==> src/rtl/cj_pkg.sv <==
// -----------------------------------------------------------------------------
// cj_pkg
// Shared constants and helpers for the clocked CJ join stage.
//   CJ_MAX_N_IN   : largest supported number of joined upstream channels
//   CJ_MAX_DEPTH  : largest supported token capacity
//   cj_cnt_w()    : occupancy counter width for a given depth
//   cj_occ_t      : occupancy type wide enough for CJ_MAX_DEPTH
//   CJ_ST_*       : encodings of the implicit EMPTY/PARTIAL/FULL state
// -----------------------------------------------------------------------------
package cj_pkg;

    localparam int CJ_MAX_N_IN  = 8;
    localparam int CJ_MAX_DEPTH = 16;

    function automatic int cj_cnt_w(input int depth);
        return $clog2(depth + 1);
    endfunction

    localparam int CJ_OCC_W = $clog2(CJ_MAX_DEPTH + 1);
    typedef logic [CJ_OCC_W-1:0] cj_occ_t;

    // The stage has no explicit state register; these name the state implied
    // by the occupancy count so that checks can talk about it directly.
    localparam logic [1:0] CJ_ST_EMPTY   = 2'd0;
    localparam logic [1:0] CJ_ST_PARTIAL = 2'd1;
    localparam logic [1:0] CJ_ST_FULL    = 2'd2;

endpackage

==> src/rtl/cj_occ_counter.sv <==
// -----------------------------------------------------------------------------
// cj_occ_counter
// Saturating up/down token counter for the CJ join stage.
// Ports:
//   clk      in   clock
//   rst_n    in   asynchronous active-low reset (count -> 0)
//   inc      in   one token entered this cycle
//   dec      in   one token left this cycle
//   occ      out  current token count (0..DEPTH)
//   full     out  occ == DEPTH
//   empty    out  occ == 0
//   nz_next  out  count after the coming edge is non-zero
// inc and dec together leave the count unchanged.
// -----------------------------------------------------------------------------
module cj_occ_counter
    import cj_pkg::*;
#(
    parameter int DEPTH = 2,
    parameter int CNT_W = cj_cnt_w(DEPTH)
) (
    input  logic             clk,
    input  logic             rst_n,
    input  logic             inc,
    input  logic             dec,
    output logic [CNT_W-1:0] occ,
    output logic             full,
    output logic             empty,
    output logic             nz_next
);

    localparam logic [CNT_W-1:0] MAX_C = CNT_W'(DEPTH);
    localparam logic [CNT_W-1:0] ONE_C = CNT_W'(1);

    logic             do_inc;
    logic             do_dec;
    logic [CNT_W-1:0] occ_next;

    // Saturation guards keep the count inside 0..DEPTH even if a caller
    // presents an illegal inc/dec; the top-level checks flag that case.
    assign do_inc = inc && !dec && (occ != MAX_C);
    assign do_dec = dec && !inc && (occ != '0);

    always_comb begin
        occ_next = occ;
        if (do_inc) begin
            occ_next = occ + ONE_C;
        end else if (do_dec) begin
            occ_next = occ - ONE_C;
        end
    end

    always_ff @(posedge clk or negedge rst_n) begin
        if (!rst_n) begin
            occ <= '0;
        end else begin
            occ <= occ_next;
        end
    end

    assign full    = (occ == MAX_C);
    assign empty   = (occ == '0);
    assign nz_next = (occ_next != '0);

endmodule

==> src/rtl/cj_join_stage.sv <==
// -----------------------------------------------------------------------------
// cj_join_stage
// Clocked successor of the self-timed CJ pipeline-control cell. Joins N_IN
// upstream Send/Ack channels, fires on all_req & G & Z_1 when there is room,
// holds up to DEPTH indistinguishable tokens, pulses CP once per accepted token
// to enable the external data latch and offers tokens downstream on
// Send_out/Ack_in. Control only: no data passes through this block.
//
// Ports:
//   CLK       in   stage clock
//   MR_n      in   master reset, asynchronous, active-low
//   Send_in   in   [N_IN] per-channel token request (level)
//   Ack_out   out  [N_IN] per-channel acknowledge, combinational accept pulse
//   G         in   gate; fires only when 1
//   Z_1       in   firing condition from the preceding stage
//   Send_out  out  downstream token valid (registered, high while Occ > 0)
//   Ack_in    in   downstream ready; transfer out = Send_out & Ack_in
//   CP        out  data-latch enable, registered, one cycle per token
//   Occ       out  [CNT_W] current token count
//   Drop      out  (CJ_DROP_EN only) registered discard indication
//   Full      out  Occ == DEPTH
//   Empty     out  Occ == 0
//
// Build option CJ_DROP_EN: with the gate closed (G=0) a complete, Z_1-qualified
// request is acknowledged and discarded instead of stalling; Drop pulses the
// cycle after. Without it, G=0 simply stalls the join.
// -----------------------------------------------------------------------------
module cj_join_stage
    import cj_pkg::*;
#(
    parameter int N_IN  = 2,
    parameter int DEPTH = 2,
    parameter int CNT_W = cj_cnt_w(DEPTH)
) (
    input  logic             CLK,
    input  logic             MR_n,
    input  logic [N_IN-1:0]  Send_in,
    output logic [N_IN-1:0]  Ack_out,
    input  logic             G,
    input  logic             Z_1,
    output logic             Send_out,
    input  logic             Ack_in,
    output logic             CP,
    output logic [CNT_W-1:0] Occ,
`ifdef CJ_DROP_EN
    output logic             Drop,
`endif
    output logic             Full,
    output logic             Empty
);

    localparam logic [CNT_W-1:0] DEPTH_C = CNT_W'(DEPTH);

    if (N_IN < 1 || N_IN > CJ_MAX_N_IN || DEPTH < 1 || DEPTH > CJ_MAX_DEPTH) begin : g_bad_param
        $error("cj_join_stage: N_IN or DEPTH out of supported range");
    end

    logic all_req;
    logic out_xfer;
    logic space;
    logic accept;
    logic ack_fire;
    logic nz_next;
    logic cp_p1;
    logic send_out_p1;

    // ---- stage 0: join, firing conditions and acknowledge -------------------
    assign all_req  = &Send_in;
    assign out_xfer = Send_out & Ack_in;
    // A full stage still accepts when a token leaves in the same cycle.
    assign space    = (Occ < DEPTH_C) | out_xfer;
    // MR_n in the term forces the combinational acks low during reset.
    assign accept   = all_req & G & Z_1 & space & MR_n;

`ifdef CJ_DROP_EN
    logic drop_fire;
    logic drop_p1;

    // A discard needs no room: the token never enters the stage.
    assign drop_fire = all_req & Z_1 & ~G & MR_n;
    assign ack_fire  = accept | drop_fire;
`else
    assign ack_fire  = accept;
`endif

    // All channels are acknowledged together; there are no partial acks.
    assign Ack_out = {N_IN{ack_fire}};

    cj_occ_counter #(
        .DEPTH (DEPTH),
        .CNT_W (CNT_W)
    ) u_occ (
        .clk     (CLK),
        .rst_n   (MR_n),
        .inc     (accept),
        .dec     (out_xfer),
        .occ     (Occ),
        .full    (Full),
        .empty   (Empty),
        .nz_next (nz_next)
    );

    // ---- stage 1: registered CP / Send_out / Drop ---------------------------
    // Send_out is registered from the next-state count, so it tracks Occ != 0
    // with a one-cycle accept-to-valid latency and never depends on Ack_in.
    always_ff @(posedge CLK or negedge MR_n) begin
        if (!MR_n) begin
            cp_p1       <= 1'b0;
            send_out_p1 <= 1'b0;
        end else begin
            cp_p1       <= accept;
            send_out_p1 <= nz_next;
        end
    end

    assign CP       = cp_p1;
    assign Send_out = send_out_p1;

`ifdef CJ_DROP_EN
    always_ff @(posedge CLK or negedge MR_n) begin
        if (!MR_n) begin
            drop_p1 <= 1'b0;
        end else begin
            drop_p1 <= drop_fire;
        end
    end

    assign Drop = drop_p1;
`endif

    // ---- checks ---------------------------------------------------------------
    logic [1:0] st;

    always_comb begin
        st = CJ_ST_PARTIAL;
        if (Occ == '0) begin
            st = CJ_ST_EMPTY;
        end else if (Occ == DEPTH_C) begin
            st = CJ_ST_FULL;
        end
    end

    a_no_overflow : assert property (@(posedge CLK) disable iff (!MR_n)
        (Occ <= DEPTH_C) && !(accept && !out_xfer && Occ == DEPTH_C));

    a_no_underflow : assert property (@(posedge CLK) disable iff (!MR_n)
        !(out_xfer && Occ == '0));

    a_valid_tracks_occ : assert property (@(posedge CLK) disable iff (!MR_n)
        Send_out == (Occ != '0));

    a_full_holds : assert property (@(posedge CLK) disable iff (!MR_n)
        (st == CJ_ST_FULL && accept && out_xfer) |=> (st == CJ_ST_FULL));

endmodule

==> config.mk <==
export PLATFORM = sky130hd
export DESIGN_NAME = cj_join_stage
export DESIGN_NICKNAME = d
export VERILOG_FILES = /design/src/rtl/cj_pkg.sv /design/src/rtl/cj_occ_counter.sv /design/src/rtl/cj_join_stage.sv
export SDC_FILE = /design/constraint.sdc
export NUM_CORES = 1
export LEC_CHECK = 0
export BUFFER_PORTS_ARGS = -buffer_cell sky130_fd_sc_hd__buf_2
export CORE_AREA = 4 4 41 43
export DETAILED_ROUTE_END_ITERATION = 8
export DIE_AREA = 0 0 45 47
export PLACE_DENSITY = 0.48
export SLEW_MARGIN = 20
export SYNTH_ARGS = -nofsm -noshare
export SYNTH_HDL_FRONTEND = slang
export SYNTH_SLANG_ARGS = --single-unit
==> constraint.sdc <==
create_clock -name CLK -period 1.4 [get_ports CLK]
set_input_delay 0.07 -clock CLK [delete_from_list [all_inputs] [get_ports CLK]]
set_output_delay 0.07 -clock CLK [all_outputs]
set_load 0.05 [all_outputs]
==> summary.md, run 1 <==
| Metric | Value |
|---|---|
| Chip height | 47 um |
| RSZ-0062 raised after global routing | yes |
| R2R Path Start | u_occ.occ[1] |
| Synth Register Bits | 4 |
| Crit path kind | register to register |
| Antenna violations before repair | 0 |
| PortBufs | 14 |
| Final Power | 0.00139 W |
| Main synth FF type | dfrtp_1 |
| CTS Buf Count | 3 |
| Synth top area share | 0.313 |
| Worst path max stage delay | approximately 510 ps |
| CP bufs+invs | 1 |
| Nets@finish | 68 |
| Syn-to-layout area delta | 72.3% |
| Clock latency on the worst-skew pair | 240 ps |
| Synth Warn # | 0 |
| Die Wd | 45 um |
| CP required | 1490 ps |
| Setup TNS | -379 ps |
| Final worst path period share | 1.08 |
| Global-route wire length before repair | 1560 um |
| Power density over the cells | 2520 mW/mm2 |
| Post-Synthesis Cell Area | 320 um2 |
| Vias in the first global route | 364 |
| Crit path max-delay cell type | dfrtp_4 |
| WHS Path Cells | 3 |
| Relative slew margins | 0.795 |
| Violated checks | negative setup slack |
| Worst EP arrival | 1610 ps |
| Largest net degree at the start of global routing | 10 |
| Min-Delay Endpoint | CP |
| Floorplan Core Area | 0.00130 mm2 |
| Post-DRT Antenna Nets | 0 |
| R2R depth | 5 |
| Initial Util | 0.246 |
| P_leak | around 0.24 nW |
| Post-route setup slack | -118 ps |
| Largest delay share family, worst path | flip-flops |
| Clk buf depth | 2 |
| Gr usage total | 0.104 |
| MaxCap Viol Count | 0 |
| Gpl congestion | 0.789 |
| Post-Syn Nets | 45 |
| Routed WL | 977 um |
| Hpwl dp | 726 um |
| Drt first-iter violations | 1 |
| Row cnt | 13 |
| Library cells used by synthesis | 22 |
| Layout cell share with drive strength beyond 1 | 0.621 |
| Filler cell count | 154 |
| Slack of the worst reg-to-reg path | -120 ps |
| Critical path launch point type | register |
| Clock skew | 10.0 ps |
| Clock Sinks | 4 |
| Crit. End Element | register |
| Clock tree root buffer cell | clkbuf_4 |
| Die area | 0.00212 mm2 |
| Cell taking the most area after synthesis | dfrtp_1 |
| H-Tree Depth | 1 |
| CTS tree | built |
| Post-synth ARST share | 1.00 |
| Area contributors post-synth | dfrtp_1, a211oi_1, ha_1 |
| IR drop worst, VDD | 0.966 mV |
| DRT Pass-1 Iters | 4 |
| Reg clk slew, reported paths | 50 ps |
| Pre-CTS WS | -126 ps |
| Diodes inserted | 0 |
| Post-synthesis sequential area ratio | 0.313 |
| EDFF count, synth | 0 |
| Reg-to-Reg End | Send_out |
| Crit path cell chain | inv_2 > ha_4 > or3b_1 > nor4_2 > a311oi_1 |
| Slew at the pin closest to its max-slew limit | 307 ps |
| Mean number of vias per cell | 5.07 |
| Syn Area/Cell | ~9 um2 |
| Hold slack | 185 ps |
| Setup Viol. Count Final | 4 |
| Vias | 370 |
| HP Class | input pin to register |
| Synth cell count leaders | a211oi_1, dfrtp_1, nand4_1 |
| Final Max Slew Viols | 0 |
| WL/cell | around 13 um |
| Min-Delay Startpoint | Ack_in |
| DRC Markers | 0 |
| Status | finished with violations |
| Final Hold Fails | 0 |
| Fmax | 659 MHz |
| Post-synthesis instance total | 36 |
| IO Pins | 15 |
| Final Critical Period | between 1500 and 2000 ps |
| Grt ovf | 0 |
| Max FO, Critical Path | 5 |
## layer usage
| metal | global-route usage | part of all wire | vias up |
|---|---|---|---|
| li1 | - | - | 185 |
| met3 | 0.0192 | 0.077 | 2 |
| met2 | 0.161 | 0.49 | 10 |
| met5 | 0 | 0 | - |
| met1 | 0.121 | 0.43 | 173 |
| met4 | 0.0994 | 0.0061 | 0 |
## registers in the layout, summed over array words and instances, names as in the netlist
name and count:
u_occ.occ 2, CP 1, Send_out 1
## kinds of logic (layout without fill, tap and decap cells)
group	Yosys count	in the layout	share of synthesized area
adder cells (fa/ha/maj)	2	2	0.0781
flip-flops	4	4	0.313
AO/OA/AOI/OAI	10	10	0.258
buffers and inverters	7	29	0.109
AND/OR/NAND/NOR	13	13	0.242
## cells in the final DEF (no fill, tap or decap), drive strengths merged, types with 2 or more instances in the layout
cell type   n
buf        21
nand2       2
a211o       2
clkbuf      4
inv         3
a211oi      4
ha          2
dfrtp       4
nand4       4
## what timing repair did
item / 4_1_cts / 5_1_grt
endpoints found under the hold margin: 4 / 0
pin swaps: 1 / 1
hold buffers: 1 / 0
setup buffers: 1 / 1
resized for setup: 4 / 8
endpoints found under the setup margin: 4 / 6
## worst max-delay path by stage
| stage | startpoint | end | cells after the start |
|---|---|---|---|
| floorplan | u_occ.occ[0] | u_occ.occ[1] | 5 |
| global placement | u_occ.occ[1] | Send_out | 4 |
| detailed placement | u_occ.occ[1] | Send_out | 4 |
| CTS | u_occ.occ[1] | Send_out | 5 |
| global route | u_occ.occ[1] | Send_out | 5 |
| finish | u_occ.occ[1] | Send_out | 5 |
## layout make-up
type / count / area (um2) / share of cell area
multi-input cells: 25 / 231 / 0.420
repair buffers: 22 / 155 / 0.281
flip-flops and latches: 4 / 106 / 0.193
clock buffers: 4 / 26.3 / 0.0476
well taps: 15 / 18.8 / 0.0340
inverters: 3 / 13.8 / 0.0249
## stage by stage
stage                     area, um2  std cells  utilization
after CTS                       514         72        0.395
after floorplan                 354         36            -
after global placement          457         66        0.351
final                           552         73        0.424
after detailed placement        457         66        0.351
after global routing            552         73        0.424
## worst reg2reg max path, cell delays in order (launching register included)
cell	delay (ps)
dfrtp_4	510
inv_2	80
ha_4	200
or3b_1	360
nor4_2	140
a311oi_1	80
## report_power, final
part	internal, W	switching (W)	leakage (nW)
combinational	0.000406	0.000586	0.175
clock	0.000107	0.0000538	0.0150
sequential	0.000176	0.0000630	0.0461
total	0.000689	0.000703	0.237
No activity file was read; power rests on OpenSTA's default activity.
==> run 2: changes to the inputs <==
Settings changed: REMOVE_ABC_BUFFERS set to 1.
==> summary.md, run 2 (same netlist as run 1, synthesis figures left out) <==
| Metric | Value |
|---|---|
| HP Class | input pin to register (unchanged) |
| Chip height | 47 um (unchanged) |
| IR drop worst, VDD | 0.880 mV (was 0.966 mV) |
| Worst path max stage delay | 350 ps (was 510 ps) |
| Power density over the cells | 2430 mW/mm2 (was 2520 mW/mm2) |
| Crit path max-delay cell type | dfrtp_1 (was dfrtp_4) |
| Die area | 0.00212 mm2 (unchanged) |
| Layout cell share with drive strength beyond 1 | 0.550 (was 0.621) |
| Status | finished with violations (unchanged) |
| Logic pwr share | 0.733 (was 0.713) |
| Hpwl dp | 684 um (was 726 um) |
| Vias | 380 (was 370) |
| Fmax | 690 MHz (was 659 MHz) |
| Initial Util | 0.246 (unchanged) |
| Max reg flops | 2 (unchanged) |
| Post-DRT Antenna Nets | 0 (unchanged) |
| DRT Pass-1 Iters | 4 (unchanged) |
| P_leak | 0.248 nW (was 0.237 nW) |
| Syn-to-layout area delta | 67.2% (was 72.3%) |
| Hold slack | 195 ps (was 185 ps) |
| Internal power | 0.000640 W (was 0.000689 W) |
| Violated checks | negative setup slack (unchanged) |
| CTS tree | built (unchanged) |
| Clock Sinks | 4 (unchanged) |
| Relative slew margins | 0.769 (was 0.795) |
| Commonest non-fill, non-tap cell in the layout | buf_2 (unchanged) |
| Sequential group share of total power | 0.157 (was 0.172) |
| Die Wd | 45 um (unchanged) |
| RSZ-0062 raised after global routing | yes (unchanged) |
| Largest net degree at the start of global routing | 10 (unchanged) |
| Gpl congestion | 0.756 (was 0.789) |
| Slew at the pin closest to its max-slew limit | 345 ps (was 307 ps) |
| Nets@finish | 71 (was 68) |
| Crit. End Element | register (unchanged) |
| Drt first-iter violations | 9 (was 1) |
| Final Hold Fails | 0 (unchanged) |
| MaxCap Viol Count | 0 (unchanged) |
| Register area | 100 um2 (was 106 um2) |
| Mean number of vias per cell | 5.07 (about the same) |
| Grt ovf | 0 (unchanged) |
| Critical path launch point type | register (unchanged) |
| Clk buf depth | 2 (unchanged) |
| Post-route setup slack | -48.6 ps (was -118 ps) |
| Gr usage total | 0.0998 (was 0.104) |
| Final Max Slew Viols | 0 (unchanged) |
| Worst EP arrival | 1570 ps (was 1610 ps) |
| Crit path cell chain | inv_2 > ha_1 > a211oi_1 > nand3_1 > a311oi_1 (was inv_2 > ha_4 > or3b_1 > nor4_2 > a311oi_1) |
| CP required | 1520 ps (was 1490 ps) |
| Final Critical Period | 1450 ps (was 1520 ps) |
| Filler cell count | 137 (was 154) |
| H-Tree Depth | 1 (unchanged) |
| Vias in the first global route | 334 (was 364) |
| CTS Buf Count | 3 (unchanged) |
| Floorplan Core Area | 0.00130 mm2 (unchanged) |
| Global-route wire length before repair | 1480 um (was 1560 um) |
| Routed WL | 888 um (was 977 um) |
| Clock tree root buffer cell | clkbuf_4 (unchanged) |
| Post-placement cell count | 69 (was 66) |
| Setup Viol. Count Final | 1 (was 4) |
| Crit path kind | register to register (unchanged) |
| Clock latency on the worst-skew pair | 240 ps (about the same) |
| Final worst path period share | 1.03 (was 1.08) |
| PortBufs | 14 (unchanged) |
| Switching power share of the total | 0.508 (was 0.505) |
| Clock skew | 3.67 ps (was 10.0 ps) |
| Reg clk slew, reported paths | 40 ps (was 50 ps) |
| Antenna violations before repair | 0 (unchanged) |
| IO Pins | 15 (unchanged) |
| Row cnt | 13 (unchanged) |
| DRC Markers | 0 (unchanged) |
| Area of the multi-input gates | 215 um2 (was 231 um2) |
| Clock power share | 0.110 (was 0.116) |
| Final Non-Filler Cells | 75 (was 73) |
| WL/cell | 11.8 um (was 13.4 um) |
| Max FO, Critical Path | 3 (was 5) |
| Most flop-heavy register | u_occ.occ (unchanged) |
| Highest-count cells in the layout ignoring fill and taps | buf_2, buf_4, dfrtp_1, nand4_1, clkbuf_4 (was buf_2, buf_4, nand4_1, buf_6) |
| Sw power | 0.000660 W (was 0.000703 W) |
| Diodes inserted | 0 (unchanged) |
[run 2: changes by cell type in the layout (fill, tap and decap cells not counted), sizes merged]
cell / change
buf: +3
clkbuf: -1
[run 2: metal layers]
metal / vias up / track usage / part of all wire
li1: 188 / - / -
met2: 14 / 0.147 / 0.47
met1: 176 / 0.121 / 0.44
met5: - / 0 / 0
met4: 0 / 0.0702 / 0.020
met3: 2 / 0.0345 / 0.069
[run 2: stage by stage]
stage | setup slack (ps) | setup TNS (ps) | power [W] | utilization | area [um2]
after floorplan | -2050 | -7650 | 0.000752 | - | 297
after global placement | -107 | -118 | 0.00106 | 0.342 | 445
after detailed placement | -76.6 | -81.2 | 0.00105 | 0.342 | 445
after CTS | -32.6 | -73.5 | 0.00128 | 0.402 | 523
after global routing | -81.8 | -171 | 0.00138 | 0.412 | 536
final | -48.6 | -48.6 | 0.00130 | 0.412 | 536
[run 2: worst paths after layout]
path / startpoint / endpoint / slack (ps) / cells past startpoint
min: Ack_in / CP / 200 / 3
max reg2reg: u_occ.occ[0] / Send_out / -50 / 5
max in group asynchronous: MR_n / Send_out / 880 / 2
min in group asynchronous: MR_n / CP / 340 / 2
min reg2reg: u_occ.occ[0] / u_occ.occ[0] / 650 / 3
max: u_occ.occ[0] / Send_out / -50 / 5
[run 2: critical path: cells and delay by family (launching register included)]
kind                       cells  cell delay [ps]
AOI/OAI and AO/OA              2              560
adders and majority gates      1              220
buffers and inverters          1               70
DFF                            1              350
and+or+nand+nor                1              120
[run 2: final cells by class]
| type | count | area share |
|---|---|---|
| tap | 15 | 0.0350 |
| sequential | 4 | 0.187 |
| timing repair buffer | 25 | 0.313 |
| clock buffer | 3 | 0.0421 |
| inverter | 3 | 0.0210 |
| multi-input combinational | 25 | 0.402 |
[run 2: power by group through the flow]
| stage | Sequential (W) | Clock, W | Combinational [W] |
|---|---|---|---|
| after floorplan | 0.000373 | 0 | 0.000379 |
| after global placement | 0.000200 | 0 | 0.000865 |
| after detailed placement | 0.000202 | 0 | 0.000850 |
| after CTS | 0.000201 | 0.000150 | 0.000934 |
| after global routing | 0.000212 | 0.000154 | 0.00101 |
| final | 0.000204 | 0.000143 | 0.000953 |
[run 2: what timing repair did]
action,4_1_cts,5_1_grt
resized for setup,7,3
pin swaps,0,0
hold buffers,1,0
setup buffers,2,0
endpoints found under the setup margin,4,5
hold endpoints to repair,4,0
==> run 3: changes to the inputs <==
Clock period 1.4 ns to 1.3 ns, I/O delays scaled along.
==> summary.md, run 3 (same netlist as run 1, synthesis figures left out) <==
| Metric | Value |
|---|---|
| Relative slew margins | 0.815 (was 0.769) |
| Largest net degree at the start of global routing | 12 (was 10) |
| PortBufs | 14 (unchanged) |
| IO Pins | 15 (unchanged) |
| Layout cell share with drive strength beyond 1 | 0.583 (was 0.550) |
| Vias | 386 (was 380) |
| Clk buf depth | 2 (unchanged) |
| Clock Sinks | 4 (unchanged) |
| Antenna violations before repair | 0 (unchanged) |
| Syn-to-layout area delta | 74.2% (was 67.2%) |
| Row cnt | 13 (unchanged) |
| IR drop worst, VDD | 0.949 mV (was 0.880 mV) |
| Status | finished with violations (unchanged) |
| Final Critical Period | 1410 ps (was 1450 ps) |
| Slew at the pin closest to its max-slew limit | 278 ps (was 345 ps) |
| Clock tree root buffer cell | clkbuf_4 (unchanged) |
| Global-route wire length before repair | 1550 um (was 1480 um) |
| Nets@finish | 71 (unchanged) |
| Grt met1 use | 0.119 (was 0.121) |
| Max reg flops | 2 (unchanged) |
| Slack of the worst reg-to-reg path | -110 ps (was -50 ps) |
| Highest-count cells in the layout ignoring fill and taps | buf_2, buf_4, dfrtp_1, nand4_1 (was buf_2, buf_4, dfrtp_1, nand4_1, clkbuf_4) |
| Crit path kind | register to register (unchanged) |
| Crit. End Element | register (unchanged) |
| Worst EP arrival | 1510 ps (was 1570 ps) |
| Final worst path period share | 1.09 (was 1.03) |
| DRC Markers | 0 (unchanged) |
| Setup Viol. Count Final | 5 (was 1) |
| Initial Util | 0.246 (unchanged) |
| Gr usage total | 0.102 (was 0.0998) |
| Diodes inserted | 0 (unchanged) |
| Die area | 0.00212 mm2 (unchanged) |
| Post-route setup slack | -112 ps (was -48.6 ps) |
| Met2 usage | 0.175 (was 0.147) |
| Power density over the cells | 2590 mW/mm2 (was 2430 mW/mm2) |
| Routed WL | 974 um (was 888 um) |
| Max FO, Critical Path | 3 (unchanged) |
| Mean number of vias per cell | 5.15 (was 5.07) |
| MaxCap Viol Count | 0 (unchanged) |
| WL/cell | 13.0 um (was 11.8 um) |
| Met3 GRT Util | 0.0230 (was 0.0345) |
| Floorplan Core Area | 0.00130 mm2 (unchanged) |
| H-Tree Depth | 1 (unchanged) |
| Final Power | 0.00145 W (was 0.00130 W) |
| Clock skew | 2.76 ps (was 3.67 ps) |
| P_leak | 0.252 nW (was 0.248 nW) |
| RSZ-0062 raised after global routing | yes (unchanged) |
| Gpl congestion | 0.774 (was 0.756) |
| DRT Pass-1 Iters | 4 (unchanged) |
| CP required | 1400 ps (was 1520 ps) |
| Grt ovf | 0 (unchanged) |
| Drt first-iter violations | 6 (was 9) |
| Final Hold Fails | 0 (unchanged) |
| Die Wd | 45 um (unchanged) |
| Final Max Slew Viols | 0 (unchanged) |
| HP Class | input pin to register (unchanged) |
| CTS tree | built (unchanged) |
| Pre-CTS WS | -172 ps (was -76.6 ps) |
| Vias in the first global route | 372 (was 334) |
| CTS Buf Count | 3 (unchanged) |
| Hpwl dp | 740 um (was 684 um) |
| Violated checks | negative setup slack (unchanged) |
| Layer with the highest usage | met2 (unchanged) |
| Chip height | 47 um (unchanged) |
| Clock latency on the worst-skew pair | 240 ps (about the same) |
| Reg clk slew, reported paths | 40 ps (about the same) |
| Post-DRT Antenna Nets | 0 (unchanged) |
| Most flop-heavy register | u_occ.occ (unchanged) |
| Critical path launch point type | register (unchanged) |
| Fmax | 708 MHz (was 690 MHz) |
| Commonest non-fill, non-tap cell in the layout | buf_2 (unchanged) |
==> run 3: cell counts in the layout (fill, tap and decap cells not counted) <==
Identical to the previous run, type by type.
==> run 3: cell type report <==
cell class	count	area [um2]
sequential	4	100
multi-input combinational	25	231
fill	136	743
clock buffer	3	22.5
tap	15	18.8
inverter	3	11.3
timing repair buffer	25	174
==> run 3: path summary, 6_finish.rpt <==
| check | from | cells after the start | endpoint |
|---|---|---|---|
| setup reg to reg | u_occ.occ[0] | 5 | Send_out |
| max in group asynchronous | MR_n | 3 | Send_out |
| setup / recovery | u_occ.occ[0] | 5 | Send_out |
| hold / removal | Ack_in | 3 | CP |
| hold reg to reg | u_occ.occ[0] | 3 | u_occ.occ[0] |
| min in group asynchronous | MR_n | 3 | CP |
==> run 3: worst max-delay path, cell delays in order (launching register included) <==
cell	delay, ps
dfrtp_1	380
inv_2	100
ha_4	210
or3b_4	370
nor4_2	150
a311oi_1	80
==> run 3: through the flow <==
stage                     area, um2  instances  setup TNS (ps)  utilization  hold WS, ps
after detailed placement        453         70            -345        0.348        -2.75
final                           558         75            -337        0.429          206
after global placement          453         70            -352        0.348        -7.17
after CTS                       541         74            -368        0.415          194
after floorplan                 297         32           -8340            -         -231
after global routing            558         75            -647        0.429          225
==> run 3: metal layers <==
layer	routed length, um	part of all wire	vias to the layer above
li1	-	-	187
met1	394	0.40	183
met2	494	0.51	16
met3	86	0.088	0
met4	0	0	0
met5	0	0	-
==> run 3: power breakdown <==
group / switching (W) / leakage (nW) / internal [W]
Combinational: 0.000630 / 0.189 / 0.000441
Clock: 0.0000543 / 0.0138 / 0.000104
Sequential: 0.0000430 / 0.0493 / 0.000173
Total: 0.000728 / 0.252 / 0.000718
==> run 3: what timing repair did <==
item | CTS | global route
pin swaps | 2 | 0
gates resized for setup | 13 | 2
hold buffers | 1 | 0
setup buffers | 0 | 1
setup endpoints to repair | 6 | 6
endpoints found under the hold margin | 4 | 0
